**config.mk**
```make
export PLATFORM = sky130hd
export DESIGN_NAME = ro_line_fill
export DESIGN_NICKNAME = d
export VERILOG_FILES = /design/src/rtl/ro_line_fill.sv
export SDC_FILE = /design/constraint.sdc
export NUM_CORES = 1
export LEC_CHECK = 0
export CORE_AREA = 2 2 242 244
export CTS_BUF_LIST = sky130_fd_sc_hd__clkbuf_8
export CTS_CLUSTER_DIAMETER = 50
export DETAILED_ROUTE_END_ITERATION = 16
export DIE_AREA = 0 0 244 246
export PLACE_DENSITY = 0.66
export SLEW_MARGIN = 5
export SYNTH_ARGS = -nofsm -noshare
export SYNTH_HDL_FRONTEND = slang
export SYNTH_SLANG_ARGS = --single-unit
```
**constraint.sdc**
```tcl
create_clock -name clk -period 6.8 [get_ports clk]
set_input_delay 0.68 -clock clk [delete_from_list [all_inputs] [get_ports clk]]
set_output_delay 0.68 -clock clk [all_outputs]
set_load 0.1 [all_outputs]
```
**src/rtl/ro_line_fill.sv**
```systemverilog
// Read-only cache line fill engine: fetches one LW-bit line as BEATS sequential
// 32-bit word reads, with a per-word ack timeout that aborts the fill.
module ro_line_fill #(
    parameter int LW  = 512,
    parameter int TMO = 255
) (
    input  logic          clk,
    input  logic          rst,
    input  logic          m_start,
    input  logic [31:0]   m_addr,
    output logic [LW-1:0] m_data,
    output logic          m_done,
    output logic          m_err,
    output logic          busy,
    output logic          mem_req,
    output logic [31:0]   mem_addr,
    input  logic [31:0]   mem_rdata,
    input  logic          mem_ack
);

    localparam int BEATS = LW / 32;
    localparam int LB    = LW / 8;
    localparam int BW    = (BEATS > 1) ? $clog2(BEATS) : 1;
    localparam int WW    = (TMO > 0) ? $clog2(TMO + 1) : 1;

    localparam logic [BW-1:0] LAST_BEAT = BW'(BEATS - 1);
    localparam logic [WW-1:0] WAIT_LAST = WW'(TMO - 1);
    localparam logic [31:0]   LINE_MASK = ~(32'(LB) - 32'd1);

    typedef enum logic [1:0] {
        ST_IDLE = 2'd0,
        ST_REQ  = 2'd1,
        ST_DONE = 2'd2
    } state_t;

    state_t          state_r, state_s;
    logic [BW-1:0]   beat_r, beat_s;
    logic [WW-1:0]   wait_r, wait_s;
    logic            err_r, err_s;
    logic [31:0]     base_r, base_s;
    logic            mem_req_r, mem_req_s;
    logic [31:0]     mem_addr_r, mem_addr_s;
    logic            m_done_r, m_done_s;
    logic            m_err_r, m_err_s;
    logic            busy_r, busy_s;
    logic            lane_we_s;
    logic [LW-1:0]   m_data_r;

    // State register
    always_ff @(posedge clk) begin
        if (rst) begin
            state_r <= ST_IDLE;
        end else begin
            state_r <= state_s;
        end
    end

    // Next-state logic; the wait counter leaves REQ on reaching TMO, so it never wraps
    always_comb begin
        state_s = state_r;
        case (state_r)
            ST_IDLE: begin
                if (m_start) begin
                    state_s = ST_REQ;
                end else begin
                    state_s = ST_IDLE;
                end
            end
            ST_REQ: begin
                if (mem_ack) begin
                    if (beat_r == LAST_BEAT) begin
                        state_s = ST_DONE;
                    end else begin
                        state_s = ST_REQ;
                    end
                end else begin
                    if (wait_r == WAIT_LAST) begin
                        state_s = ST_DONE;
                    end else begin
                        state_s = ST_REQ;
                    end
                end
            end
            ST_DONE: state_s = ST_IDLE;
            default: state_s = ST_IDLE;
        endcase
    end

    // Next values for datapath and the registered outputs
    always_comb begin
        beat_s     = beat_r;
        wait_s     = wait_r;
        err_s      = err_r;
        base_s     = base_r;
        mem_req_s  = 1'b0;
        mem_addr_s = mem_addr_r;
        m_done_s   = 1'b0;
        m_err_s    = 1'b0;
        lane_we_s  = 1'b0;
        case (state_r)
            ST_IDLE: begin
                if (m_start) begin
                    base_s     = m_addr & LINE_MASK;
                    beat_s     = {BW{1'b0}};
                    wait_s     = {WW{1'b0}};
                    err_s      = 1'b0;
                    mem_req_s  = 1'b1;
                    mem_addr_s = m_addr & LINE_MASK;
                end else begin
                    mem_req_s  = 1'b0;
                end
            end
            ST_REQ: begin
                if (mem_ack) begin
                    lane_we_s = 1'b1;
                    wait_s    = {WW{1'b0}};
                    if (beat_r == LAST_BEAT) begin
                        mem_req_s = 1'b0;
                        m_done_s  = 1'b1;
                        m_err_s   = err_r;
                    end else begin
                        beat_s     = beat_r + BW'(1);
                        mem_req_s  = 1'b1;
                        mem_addr_s = base_r + ((32'(beat_r) + 32'd1) << 2);
                    end
                end else begin
                    wait_s = wait_r + WW'(1);
                    if (wait_r == WAIT_LAST) begin
                        err_s     = 1'b1;
                        mem_req_s = 1'b0;
                        m_done_s  = 1'b1;
                        m_err_s   = 1'b1;
                    end else begin
                        mem_req_s = 1'b1;
                    end
                end
            end
            ST_DONE: begin
                mem_req_s = 1'b0;
            end
            default: begin
                mem_req_s = 1'b0;
            end
        endcase
        busy_s = (state_s != ST_IDLE);
    end

    // Datapath and output registers; only the acked lane is written
    always_ff @(posedge clk) begin
        if (rst) begin
            beat_r     <= {BW{1'b0}};
            wait_r     <= {WW{1'b0}};
            err_r      <= 1'b0;
            base_r     <= 32'd0;
            mem_req_r  <= 1'b0;
            mem_addr_r <= 32'd0;
            m_done_r   <= 1'b0;
            m_err_r    <= 1'b0;
            busy_r     <= 1'b0;
            m_data_r   <= {LW{1'b0}};
        end else begin
            beat_r     <= beat_s;
            wait_r     <= wait_s;
            err_r      <= err_s;
            base_r     <= base_s;
            mem_req_r  <= mem_req_s;
            mem_addr_r <= mem_addr_s;
            m_done_r   <= m_done_s;
            m_err_r    <= m_err_s;
            busy_r     <= busy_s;
            if (lane_we_s) begin
                m_data_r[32*int'(beat_r) +: 32] <= mem_rdata;
            end else begin
                m_data_r <= m_data_r;
            end
        end
    end

    assign m_data   = m_data_r;
    assign m_done   = m_done_r;
    assign m_err    = m_err_r;
    assign busy     = busy_r;
    assign mem_req  = mem_req_r;
    assign mem_addr = mem_addr_r;

endmodule

```
* Yosys cells after proc, flatten, opt, wreduce, memory -nomap -nowiden
Cells that the tools add are included.
** Operators by class
- Add/sub/neg operators :: 5
- Equal/unequal tests :: 8
- Shift-type cells :: 2
- Muxes and demuxes :: 33
- Bitwise logic cells :: 1
- Reductions and logical operators :: 8
** Operators by type and width (count)
- 512-bit bitwise mux :: 1
- 32-bit by 33-bit variable shift with 512-bit output (first input constant) :: 1
- 32-bit by 33-bit indexed part select with 512-bit output :: 1
- 32-bit two-way mux :: 3
- 32-bit one-hot mux with 2 select lines :: 1
- 9-bit negator with 33-bit output :: 1
- 32-bit by 7-bit adder with 32-bit output :: 1
- 8-bit two-way mux :: 2
- 8-bit one-hot mux with 2 select lines :: 1
- 1-bit two-way mux :: 15
- 4-bit two-way mux :: 3
- 2-bit != test (second input constant) :: 5
- 8-bit by 1-bit adder with 8-bit output (second input constant) :: 1
- 8-bit equality test (second input constant) :: 1
- 4-bit one-hot mux with 2 select lines :: 1
- 4-bit AND reduction :: 2
- 2-bit two-way mux :: 3
- 4-bit by 1-bit adder with 5-bit output (second input constant) :: 1
- 4-bit by 1-bit adder with 4-bit output (second input constant) :: 1
- 4-bit equality test (second input constant) :: 1
- 1-bit one-hot mux with 2 select lines :: 2
- 2-bit one-hot mux with 2 select lines :: 1
- 2-bit AND reduction :: 2
- 2-bit nonzero test :: 2
- 4 further kinds :: 4
** Storage, ports and cells
- Register bits :: 589
- Input bits :: 68
- Output and inout bits :: 548
- Word-level logic and storage cells :: 68

* Logic depth before layout (Yosys ltp)
- Depth after elaboration :: 5
- Gate-level depth with buffers :: 11
- Mapped depth without buffers :: 9

* Least setup slack after synthesis
No wires, ideal clock.
- Kind :: reg2reg
- Start point :: reg beat_r[2]
- End point :: reg m_data_r[58], in the netlist m_data[58]
- Library setup time :: 0.070 ns
- Arrival :: 3.361 ns
- Data required time :: 6.730 ns
- Setup slack :: 3.368 ns
- Stages on the path, launching flop included :: 11
- Buffers on the path :: 3
- Clock period less this slack :: 3.432 ns
- Path through :: dfxtp_1 buf_2 buf_2 nor3_1 ha_1 inv_1 or3_4 or4_1 clkbuf_1 or3_1 a21oi_1
** Between the ends
- Longest elaborated chain between the ends :: 3
- Elaborated cells between the ends (all ways) :: 4
- Those cells by class :: add/sub: 1; shift: 2; mux: 1
** Ends and longest elaborated chain
- start: declaration :: line 37 : logic [BW-1:0] beat_r, beat_s;
- start signal: assignment :: line 151 : beat_r <= {BW{1'b0}};
- start signal: assignment :: line 162 : beat_r <= beat_s;
- 9-bit negator with 33-bit output * :: line 172 : m_data_r[32*int'(beat_r) +: 32] <= mem_rdata;
- 32-bit by 33-bit indexed part select with 512-bit output or 32-bit by 33-bit variable shift with 512-bit output (tied branches) :: line 172
- 512-bit bitwise mux * :: line 172
- end signal: assignment :: line 160 : m_data_r <= {LW{1'b0}};
- end signal: indexed assignment :: line 172
- end signal: assignment :: line 174 : m_data_r <= m_data_r;
- end: declaration :: line 47 : logic [LW-1:0] m_data_r;
Mark *: on every way between the ends. The rest lies on a longest branch, timed or not.
A chain may end at the register's enable or synchronous reset.

* Final worst setup path
- Start point :: reg beat_r[2]
- End point :: reg m_data_r[70], in the netlist m_data[70]
Same word-level chain as after synthesis.

==> results.yml <==
finish:
  syn2layout_area_growth_pct: 37.4
  final_net_count: 3335
  fillCellCount: 5333
  drive_above_1_share_pct: 6.53
  final_cell_count_no_fill: 4091
sta:
  final.setup.worst_slack_ns: 2.93
  final_period_minus_worst_setup_slack_ns: 3.87
  max_slew_margin_pct: 13.8
  final_max_slew_violation_count: 0
  maxClockFrequency_ghz: 0.258
  grt_setup_unrepaired: "no"
  count_of_endpoints_failing_setup_in_the_final_report: 0
  finalCritPeriodShare_pct: 56.9
  worst_pin_slew_ns: 1.29
  final_hold_viol_count: 0
  fin_worst_hold_slack_ns: 0.449
  fin_worst_skew_ns: 0.0306
  fin_tns_setup_ns: 0
power:
  vdd_ir_drop_max_mv: 0.188
  power.density_cell_area_nw_per_um2: 224
  leakage_nw: 10.3
routing:
  antenna_left: 0
  drc: 0
  post_drt_via_cell_ratio: 5.47
  routed_via_count: 22400
  drtPass1Iterations: 7
  drt_iter0_markers: 1969
  detail_route.wl_per_cell_um: 22.7
  drt_wl_total_mm: 92.9
setup_path:
  worst-endpoint-required_ns: 7.32
  cp_data_arrival_time_ns: 4.39
  max_stage_delay_ns: 0.72
  worstReg2RegStart: "beat_r[2]$_SDFFE_PP0P_"
  worst_setup_path_start_kind: "flip-flop"
  startpoint: "beat_r[2]$_SDFFE_PP0P_"
  crit_path_end_kind: "flip-flop"
  ff2ff_setup_slack_ns: 2.93
  critPathSlowestCell: "dfxtp_1"
  timing.critical_path.buf_inv: 2
  worst-setup-path-type: "flip-flop to flip-flop"
  critical_path_depth: 8
  path_cells: "nor3_1, ha_1, inv_1, or3_4, nor3_4, buf_4, mux2i_1, nor2_1"
  worst_r2r_path_depth: 8
  critical-path-top-delay-family: "simple AND/OR/NAND/NOR gates"
  r2r_end: "m_data[70]$_SDFFE_PP0P_"
  crit_path_end: "m_data[70]$_SDFFE_PP0P_"
  path_max_fanout: 23
min_path:
  worstHoldPathType: "flip-flop to flip-flop"
cts:
  ctsLongestPathBuffers: 3
  cts_num_sinks: 582
  cts-buffers-inserted: 95
  cts_setup_buffers: 0
  cts_tree: "yes"
  clock_latency_ns: 0.70
  cts.htree.levels: 3
  worst_setup_hold_path_clk_slew_ns: 0.06
  clockRootBuffer: "clkbuf_8"
  cts.repair.resized: 0
  holdBufCountCts: 0
placed_design:
  detailed_place_hpwl_mm: 60.8
  place_inst: 3928
  dp_worst_setup_slack_ns: 2.90
  place_congestion: 0.891
  number_of_buffers_added_on_ports: 607
global_routing:
  overflow: 0
  grt_util_all_layers_pct: 29.5
  grt_antenna_before_repair: 6
  grt_pass1_vias: 21000
  largest_net_degree_at_the_start_of_global_routing: 243
  global_route.peak_usage_layer: "met2"
  grt_util_met3_pct: 7.45
  grt_util_met1_pct: 36.5
  grt_pass1_wl_mm: 134
  globalRouteMet2Util_pct: 48.0
synth:
  synth_cell_types: 50
  synth_edf_count: 0
  synthesis.instances: 2758
  syn_area_um2: 22200
  asyncSetResetFlopFracSynth_pct: 0
  synth-seq-area-share_pct: 52.6
  synthesis.yosys.warnings: 0
  postSynthRegisterBits: 582
  mean_area_per_synthesized_cell_um2: 8.03
  ys.flop_type: "dfxtp_1"
floorplan:
  top_level_ports: 616
  placement_rows: 88
  die-width_um: 244
  die-area_um2: 60000
  initial_cell_density_of_the_core_pct: 38.6
  die_h_um: 246
  core_region_area_um2: 57400
run:
  timing.max_cap.violations: 0
run_status:
  outcome: "complete, no violations"
[sequential cells by signal (all words and copies together), names as in the netlist, 2 cells and up]
| name | flops |
|---|---|
| base_r | 26 |
| beat_r | 3 |
| m_data | 512 |
| mem_addr | 27 |
| state_r | 2 |
| wait_r | 8 |
[placed cells by master (no fill, tap or decap), drive strengths merged, types with 12 or more instances in the layout]
master         synthesis  routed
xnor2                 15      15
a21oi                493     493
nand2                607     607
clkbuf               218     106
and3                  12      12
nor2                 117     117
dfxtp                582     582
inv                    7      56
nor3                  22      22
mux2i                 67      67
nand3                394     394
and2                  38      38
buf                   51      69
nand4                 15      15
clkdlybuf4s50          0     604
[layer usage]
layer	wire length [um]	vias up
met1	36800	10800
met3	8230	242
li1	-	10300
met4	4660	0
met5	0	-
met2	43200	1078
[report_power, final]
group          leakage [nW]  switching, W  internal, W
clock network          1.04       0.00140      0.00142
registers              4.70     0.0000261      0.00344
logic                  4.54      0.000415     0.000118
total                  10.3       0.00184      0.00498
[cell usage after synthesis, types with 7 or more instances]
master | number | area share, %
nand2_1 | 607 | 10
dfxtp_1 | 582 | 53
a21oi_1 | 493 | 11
nand3_1 | 394 | 8.9
clkbuf_1 | 218 | 3.7
nor2_1 | 117 | 2.0
mux2i_1 | 67 | 3.0
buf_2 | 43 | 0.97
and2_1 | 36 | 1.0
nor3_1 | 20 | 0.45
nand4_1 | 15 | 0.42
xnor2_1 | 14 | 0.55
and3_1 | 12 | 0.34
nor4_1 | 11 | 0.31
xor2_1 | 11 | 0.43
a21boi_0 | 10 | 0.34
o22ai_1 | 10 | 0.28
a211o_1 | 8 | 0.32
ha_1 | 7 | 0.40
inv_1 | 7 | 0.12
or3_1 | 7 | 0.20
[how the worst min path moves through the flow]
stage / startpoint / to / cells past startpoint / slack [ns]
2_1_floorplan: base_r[6]$_SDFFE_PP0P_ / base_r[6]$_SDFFE_PP0P_ / 2 / 0.44
3_3_place_gp: m_data[471]$_SDFFE_PP0P_ / m_data[471]$_SDFFE_PP0P_ / 2 / 0.44
3_5_place_dp: m_data[319]$_SDFFE_PP0P_ / m_data[319]$_SDFFE_PP0P_ / 2 / 0.44
4_1_cts: rst / wait_r[1]$_SDFFE_PP0P_ / 2 / 0.43
5_1_grt: m_data[301]$_SDFFE_PP0P_ / m_data[301]$_SDFFE_PP0P_ / 2 / 0.46
6_report: m_data[232]$_SDFFE_PP0P_ / m_data[232]$_SDFFE_PP0P_ / 2 / 0.45
[kinds of logic (layout without fill, tap and decap cells)]
group                    count (synthesis)  after routing  share of synthesized area (%)
flip-flops                             582            582                           52.6
adder cells (fa/ha/maj)                  7              7                          0.395
buffers and inverters                  276            840                           4.95
other                                    1              5                         0.0169
XOR/XNOR                                26             26                           1.06
AO/OA/AOI/OAI                          547            547                           12.9
AND/OR/NAND/NOR                       1252           1252                           25.0
multiplexers                            67             67                           3.03
[metrics by stage]
step / area (um^2) / power (W) / utilization [%]
after floorplan: 22200 / 0.00385 / -
after CTS: 30400 / 0.00686 / 53.1
after global placement: 28700 / 0.00406 / 50.1
final: 30500 / 0.00682 / 53.1
after detailed placement: 28700 / 0.00407 / 50.1
after global routing: 30500 / 0.00702 / 53.1
[worst reg2reg max path, delay by kind of cell, from the launching register on]
family	cells	cell delay, ns
DFF	1	0.72
and+or+nand+nor	4	1.34
buffers and inverters	2	0.76
muxes	1	0.27
adders and majority gates	1	0.63
[cell type report]
class                      count  area, um^2  area share, %
clock inverter                54         239          0.785
clock buffer                 106        1460           4.79
multi-input combinational   1901        9530           31.3
tap                          765         957           3.14
inverter                       7        26.3         0.0863
sequential                   582       11700           38.3
timing repair buffer         673        6580           21.6
antenna                        3        7.51         0.0247
Note: power is estimated with default switching activity, not from simulation.
